## src/rtl/led_matrix_capture.sv

```systemverilog
// Loopback monitor for the 8x8 RGB matrix pin protocol. It rebuilds the displayed image
// from the shift/latch/enable pins and flags protocol errors.
module led_matrix_capture #(
  parameter bit INVERT_DATA = 1'b0
) (
  input  logic            clk,
  input  logic            reset,
  input  logic            reset_out,
  input  logic            OE,
  input  logic            SH_CP,
  input  logic            ST_CP,
  input  logic            DS,
  input  logic [7:0]      col_select,
  output logic [0:7][7:0] frame_red,
  output logic [0:7][7:0] frame_green,
  output logic [0:7][7:0] frame_blue,
  output logic            frame_valid,
  output logic [15:0]     frame_count,
  output logic            bit_count_err,
  output logic            col_err,
  output logic            frame_err
);

  // Two-flop input stage. Edges are detected between the q and qq flops.
  logic rst_out_q, rst_out_qq, oe_q, oe_qq, sh_q, sh_qq, st_q, st_qq, ds_q;
  logic [7:0] col_q;

  logic [23:0]       shreg_q, shreg_d, latch_q, latch_d;
  logic [4:0]        cnt_q, cnt_d, cnt_shift;
  logic [0:7][23:0]  work_q, work_d, frame_q, frame_d;
  logic [7:0]        mask_q, mask_d;
  logic [15:0]       frame_count_q, frame_count_d;
  logic              valid_q, valid_d, bce_q, bce_d, cerr_q, cerr_d, ferr_q, ferr_d;

  logic       sh_rise, st_rise, oe_fall, onehot, commit;
  logic [2:0] col_idx;

  assign sh_rise = sh_q & ~sh_qq;
  assign st_rise = st_q & ~st_qq;
  assign oe_fall = ~oe_q & oe_qq;

  always_comb begin
    shreg_d   = shreg_q;
    cnt_shift = cnt_q;
    if (!rst_out_q) begin
      shreg_d   = '0;
      cnt_shift = '0;
    end else if (sh_rise) begin
      shreg_d   = {shreg_q[22:0], ds_q ^ INVERT_DATA};
      cnt_shift = (cnt_q == 5'd31) ? cnt_q : 5'(cnt_q + 5'd1);
    end
    // A same-cycle shift lands in the latch and counts toward the 24-bit check.
    latch_d = st_rise ? shreg_d : latch_q;
    cnt_d   = st_rise ? 5'd0 : cnt_shift;
    bce_d   = st_rise && (cnt_shift != 5'd24);
  end

  always_comb begin
    onehot  = (col_q != 8'd0) && ((col_q & 8'(col_q - 8'd1)) == 8'd0);
    col_idx = 3'd0;
    for (int i = 0; i < 8; i++)
      if (col_q[i]) col_idx = 3'(i);
    commit        = oe_fall && onehot;
    cerr_d        = oe_fall && !onehot;
    work_d        = work_q;
    mask_d        = mask_q;
    frame_d       = frame_q;
    frame_count_d = frame_count_q;
    valid_d       = 1'b0;
    ferr_d        = 1'b0;
    if (commit) begin
      work_d[col_idx] = latch_d;
      if (col_idx == 3'd7) begin
        mask_d = '0;
        if (mask_q[6:0] == 7'h7F) begin
          frame_d       = work_d;
          valid_d       = 1'b1;
          frame_count_d = frame_count_q + 16'd1;
        end else begin
          ferr_d = 1'b1;
        end
      end else begin
        mask_d[col_idx] = 1'b1;
      end
    end
  end

  always_ff @(posedge clk) begin
    if (reset) begin
      rst_out_q     <= 1'b0;
      rst_out_qq    <= 1'b0;
      oe_q          <= 1'b1;
      oe_qq         <= 1'b1;
      sh_q          <= 1'b0;
      sh_qq         <= 1'b0;
      st_q          <= 1'b0;
      st_qq         <= 1'b0;
      ds_q          <= 1'b0;
      col_q         <= '0;
      shreg_q       <= '0;
      latch_q       <= '0;
      cnt_q         <= '0;
      work_q        <= '0;
      mask_q        <= '0;
      frame_q       <= '0;
      frame_count_q <= '0;
      valid_q       <= 1'b0;
      bce_q         <= 1'b0;
      cerr_q        <= 1'b0;
      ferr_q        <= 1'b0;
    end else begin
      rst_out_q     <= reset_out;
      rst_out_qq    <= rst_out_q;
      oe_q          <= OE;
      oe_qq         <= oe_q;
      sh_q          <= SH_CP;
      sh_qq         <= sh_q;
      st_q          <= ST_CP;
      st_qq         <= st_q;
      ds_q          <= DS;
      col_q         <= col_select;
      shreg_q       <= shreg_d;
      latch_q       <= latch_d;
      cnt_q         <= cnt_d;
      work_q        <= work_d;
      mask_q        <= mask_d;
      frame_q       <= frame_d;
      frame_count_q <= frame_count_d;
      valid_q       <= valid_d;
      bce_q         <= bce_d;
      cerr_q        <= cerr_d;
      ferr_q        <= ferr_d;
    end
  end

  for (genvar c = 0; c < 8; c++) begin : g_col
    assign frame_red[c]   = frame_q[c][23:16];
    assign frame_green[c] = frame_q[c][15:8];
    assign frame_blue[c]  = frame_q[c][7:0];
  end

  assign frame_valid   = valid_q;
  assign frame_count   = frame_count_q;
  assign bit_count_err = bce_q;
  assign col_err       = cerr_q;
  assign frame_err     = ferr_q;

endmodule

```

## config.mk

```make
export PLATFORM = sky130hd
export DESIGN_NAME = led_matrix_capture
export DESIGN_NICKNAME = d
export VERILOG_FILES = /design/src/rtl/led_matrix_capture.sv
export SDC_FILE = /design/constraint.sdc
export NUM_CORES = 1
export LEC_CHECK = 0
export CORE_MARGIN = 2
export CORE_UTILIZATION = 28
export CTS_BUF_LIST = sky130_fd_sc_hd__clkbuf_8 sky130_fd_sc_hd__clkbuf_16
export DETAILED_ROUTE_END_ITERATION = 16
export PLACE_DENSITY = 0.43
export SYNTH_ARGS = -nofsm -noshare
export SYNTH_HDL_FRONTEND = slang
export SYNTH_SLANG_ARGS = --single-unit
```

## constraint.sdc

```tcl
create_clock -name clk -period 2.8 [get_ports clk]
set_input_delay 0.28 -clock clk [delete_from_list [all_inputs] [get_ports clk]]
set_output_delay 0.28 -clock clk [all_outputs]
set_load 0.03 [all_outputs]
```

* After elaboration in Yosys (flattened, before gate mapping) *
Cells that the tools add are included.

cells by class
  equality and inequality tests = 4
  $add $sub $neg = 3
  reductions and logical operators = 12
  mux-type cells = 21
  bitwise logic cells = 11
  $lt $le $gt $ge = 4

operators with widths
  cell                                                       count
  bitwise mux 192 bit                                        1
  two-way mux 24 bit                                         4
  demux 24 bit (select 3 bit)                                1
  two-way mux 3 bit                                          6
  adder 16 x 1 -> 16 bit (second input constant)             1
  two-way mux 5 bit                                          3
  AND 8 bit                                                  1
  logical NOT 8 bit                                          1
  two-way mux 8 bit                                          1
  bitwise OR 8 bit                                           1
  nonzero test 8 bit                                         1
  subtractor 8 x 1 -> 8 bit (second input constant)          1
  == test 7 bit (second input constant)                      1
  logical AND 1 bit                                          6
  adder 5 x 1 -> 5 bit (second input constant)               1
  == test 5 bit (second input constant)                      1
  inequality test 5 bit (second input constant)              1
  NOT 1 bit                                                  5
  greater-or-equal comparator 4 bit (second input constant)  1
  < comparator 3 x 4 -> 1 bit (second input constant)        1
  < comparator 4 x 1 -> 1 bit (second input constant)        1
  two-way mux 1 bit                                          4
  NOT 3 -> 4 bit                                             1
  AND 1 bit                                                  3
  7 further kinds                                            7

storage, ports and cells
  input bits = 15
  flip-flop bits (word level) = 481
  output and inout bits = 212

* Logic depth before layout (Yosys ltp) *
  depth after elaboration = 13
  gate-level depth with buffers = 8

* Worst setup path before layout *
OpenSTA, ideal clock, no wires.

  path kind = reg-to-reg
  start = register col_q[4]
  end = register frame_count_q[10] (netlist: frame_count[10])
  stages on the path, launching flop included = 8
  data arrival time = 2288 ps
  path buffers = 3
  required time = 2729 ps
  setup slack = 441 ps
  clock period less this slack = 2359 ps
  cells stage by stage = dfxtp_1 buf_2 or4_4 or4_1 buf_2 buf_6 or4_1 a21oi_1

on the way
  word-level cells in the longest chain between the ends = 6
  elaborated cells on any way between the ends = 12
  those cells by class = 1 x add/sub; 1 x eq/ne; 4 x mux; 1 x bitwise; 5 x reduce/logical

ends and longest elaborated chain
  element                                                         RTL line  text
  start, declared                                                 26        logic [7:0] col_q;
  start signal, assigned                                          121       col_q <= col_select;
  subtractor 8 x 1 -> 8 bit or two-way mux 3 bit (tied branches)  59, 62
  AND 8 bit or two-way mux 3 bit (tied branches)                  59, 62
  logical NOT 8 bit or two-way mux 3 bit (tied branches)          59, 62
  logical AND 1 bit or two-way mux 3 bit (tied branches)          59, 62
  logical AND 1 bit or == test 3 bit (tied branches)              63, 73
  AND reduction 3 bit (no line) (*)                               n/a
  end signal, assigned                                            128       frame_count_q <= frame_count_d;
  end, declared                                                   32        logic [15:0] frame_count_q, frame_count_d;

Mark *: on every way between the ends. The rest lies on a longest branch, timed or not.
A chain may end at the register's enable or synchronous reset.

* Final worst setup path *
  start = register col_q[1]
  end = register frame_q (netlist bit frame_green[33])

on the way
  word-level cells in the longest chain between the ends = 13
  elaborated cells on any way between the ends = 22
  those cells by class = 1 x add/sub; 2 x order compare; 1 x eq/ne; 10 x mux; 2 x bitwise; 6 x reduce/logical

ends and longest elaborated chain
  element                                                                                                 RTL line  text
  two-way mux 1 bit                                                                                       62        if (col_q[i]) col_idx = 3'(i);
  two-way mux 3 bit (6 in series)                                                                         62
  NOT 3 -> 4 bit (implied by the code)                                                                    72        work_d[col_idx] = latch_d;
  greater-or-equal comparator 4 bit (implied by the code) or < comparator 4 x 1 -> 1 bit (tied branches)  72
  logical AND 1 bit (implied by the code)                                                                 72
  two-way mux 24 bit (implied by the code)                                                                72
  demux 24 bit (select 3 bit)                                                                             72
  bitwise mux 192 bit                                                                                     72
  end signal, assigned                                                                                    127       frame_q <= frame_d;
  end, declared                                                                                           30        logic [0:7][23:0] work_q, work_d, frame_q, frame_d;

Several ways; a longest one is shown, not always the timed one.

==> results.md <==
- The run finished with clean final reports.
- The number of antenna violations at the first check in global routing was 5.
- The clock passes through at most 3 buffers.
- In the routed layout, each cell is associated on average with a via count of 5.20.
- The post-synthesis sequential area ratio is 0.549.
- The ratio of cells with drive above 1 in the final layout is 0.129.
- Yosys mapped the design onto 50 distinct sky130hd cell types.
- The kind of end point of the critical path is a flop.
- The first-pass GRT wire length is 89600 um.
- Counting every net in the synthesized netlist gives 1764.
- Averaged over all synthesized cells, the footprint is 9.53 um2.
- The slew at the pin closest to its max-slew limit is 1.01 ns.
- Counting flops with an async set or reset pin after synthesis yields a share of 0.
- The number of flip-flops and latches in the synthesized netlist is 456.
- Clock-pin slew was measured on the worst setup and hold paths at 0.06 ns.
- The residual DRC count is 0.
- The instance area after placement is 20300 um2.
- The area inside the core boundary is 58900 um2.
- The data required time of the worst path is 3.24 ns.
- The number of top-level pins is 227.
- The critical path data arrival time is 3.09 ns.
- Counting the buffers created by CTS gives 52.
- The cell with the largest stage delay on the worst path is or4_4.
- The total of cells resized after clock tree synthesis is 0.
- The port buffer count is 226.
- Static timing analysis puts the maximum clock frequency at 0.376 GHz.
- The worst slew margin relative to its limit is 0.328.
- The smallest clock period supported by the final layout is computed as 2.66 ns.
- The number of pins exceeding their max-slew limit in the final report came to 0.
- The static leakage is 6.93 nW.
- Fill cells in the final layout number 5881.
- In this run, synthesis inferred 0 flip-flops with an integrated enable.
- The biggest fanout along the worst timing path is 39.
- The insertion delay to the later sink of the worst-skew pair is 0.59 ns.
- The placement row count is 89.
- The final count of hold timing violations was 0.
- Walking the worst path, the cells encountered are or4_4 > or4_4 > buf_4 > nor4_1 > nor3_1.
- The number of standard cells after synthesis is 1747.
- STA classifies the critical path startpoint as a flop.
- The power density relative to cell area is 625 nW/um2.
- The number of H-tree branching levels is 2.
- The effective utilization at floorplan is 0.283.
- The sum of internal, switching and leakage power is 13.7 mW.
- The hold buffer count at cts is 0.
- Setup total negative slack on the finished layout was measured at 0 ns.
- At the end of the flow, the number of nets in the layout was 1943.
- The die is 248 um tall.
- Entering global routing, the biggest net connects 134 pins.
- The congestion estimate from routability-driven global placement came to 0.741.
- The number of global-route vias before repair is 14000.
- The iteration count of the initial detailed-routing pass is 5.
- The routed length per placed instance is 21.9 um.
- Measured along the x axis, the die boundary spans 248 um.
- The worst hold path belongs to the class in -> reg.
- For this run, the number of Yosys warnings is 0.
- The slack of the critical path is 0.143 ns.
- The total setup buffers inserted after CTS is 0.
- The final non-filler cell total is 2738.
- The cell chosen for the clock root is clkbuf_16.
- The category of the most critical setup path is reg -> reg.
- The peak ir drop on the vdd network is 0.417 mV.
- In this design, the critical path's most frequently occurring cell is or4_4.
- The setup-violating endpoint count in the final report is 0.
- The overall routing resource usage is 0.191.
- The CTS tree is done.
- The count of nets left with antenna violations once routing finished came out at 0.
- The clock skew is 0.0129 ns.
- The cell type contributing the most total cell area after synthesis is dfxtp_1.
- The number of clock sinks seen by CTS is 456.
- Across all layers, the routed design uses 14200 vias.
- Max-cap violations in this run came to 0.
- Once detailed placement completed, the half-perimeter wirelength came to 37600 um.
- Of the available clock period, the critical path in the final layout requires 0.949.
- The routed wire length is 59900 um.
- Setup repair after global routing left no endpoint under its margin.
- The area overhead of the layout relative to synthesis is 31.7%.
- The main flop type after synthesis is dfxtp_1.
- The number of placed cells counting well taps is 2645.
- For this run the aggregate overflow at the end of global routing stands at 0.
- The maximum single-stage delay on the critical path is 0.73 ns.
- The final instance area is 21900 um2.
- By area the synthesized netlist is led by dfxtp_1 (55%), a211oi_1 (8.7%), a21oi_1 (5.6%), clkbuf_1 (4.2%), o2bb2ai_1 (3.8%).
- The die covers 61400 um2.
- The placement-stage worst setup slack is 0.164 ns.
- The area share of the largest cell type after synthesis is 0.549.
- The mapped netlist covers 16600 um2.
- The number of design-rule violations left by the first detailed-router iteration is 1067.
## logic make-up after synthesis
group / Yosys count / share of synthesized area
AOI/OAI and AO/OA: 583 / 0.235
xor gates and xnor gates: 4 / 0.00211
adders and majority gates: 2 / 0.00150
buffers and inverters: 208 / 0.0480
DFF: 456 / 0.549
muxes: 25 / 0.0169
and+or+nand+nor: 469 / 0.148
## placed cells by master, fill, tap and decap left out, types with 72 or more instances in the layout
cell type,synthesis,routed
a211oi_1,192,192
nor4_1,98,97
buf_4,0,88
clkdlybuf4s50_1,0,225
a31oi_1,73,73
o2bb2ai_1,72,72
nor3_1,98,98
a21oi_1,186,185
nor2_1,154,152
dfxtp_1,456,456
## layer usage
metal	track usage	wire, um
met4	0.0532	1330
met2	0.307	27900
met3	0.0338	2670
met1	0.263	27900
met5	0	58
## worst paths after layout
kind / startpoint / end / slack (ns) / cells past startpoint
max: col_q[1] / frame_green[33] / 0.14 / 5
min: reset / frame_blue[9] / 0.17 / 3
max reg2reg: col_q[1] / frame_green[33] / 0.14 / 5
min reg2reg: oe_q / oe_qq / 0.45 / 1
## per-stage QoR
step                utilization  hold slack, ns
floorplan                     -           0.384
global placement          0.344           0.422
detailed placement        0.344           0.420
CTS                       0.372           0.146
global route              0.372           0.178
finish                    0.372           0.165
## power breakdown
group / internal, mW / leakage [nW] / switching [mW]
logic: 0.147 / 2.37 / 0.369
clock network: 3.92 / 0.886 / 2.71
registers: 6.53 / 3.68 / 0.0267
total: 10.6 / 6.93 / 3.10
## Yosys cell counts, types with 14 or more instances
library cell	count
a211oi_1	192
a21oi_1	186
a22oi_1	24
a31oi_1	73
clkbuf_1	186
dfxtp_1	456
mux2_2	25
nor2_1	154
nor2b_1	41
nor3_1	98
nor4_1	98
o2bb2ai_1	72
or4_1	14
## area by class of cell
class | count | area (um2) | area share
inverter | 6 | 22.5 | 0.00103
clock inverter | 25 | 156 | 0.00713
timing repair buffer | 327 | 3190 | 0.145
tap | 773 | 967 | 0.0441
clock buffer | 66 | 1510 | 0.0686
sequential | 456 | 9130 | 0.416
antenna | 2 | 5.00 | 0.000228
multi-input combinational | 1083 | 6950 | 0.317
## sequential cells by signal, indices dropped and copies added, names as in the netlist
register       count
shreg_q           24
st_qq              1
frame_count       16
st_q               1
work_q           168
frame_valid        1
col_q              8
frame_green       64
frame_err          1
sh_qq              1
col_err            1
frame_red         64
frame_blue        64
oe_qq              1
cnt_q              5
rst_out_q          1
oe_q               1
sh_q               1
ds_q               1
latch_q           24
mask_q             7
bit_count_err      1
## worst max-delay path: cells and delay by family (launching register included)
family	cells	cell delay (ns)
buffers and inverters	1	0.35
flip-flops	1	0.31
AND/OR/NAND/NOR	4	1.83
(Power assumes the default switching activity.)
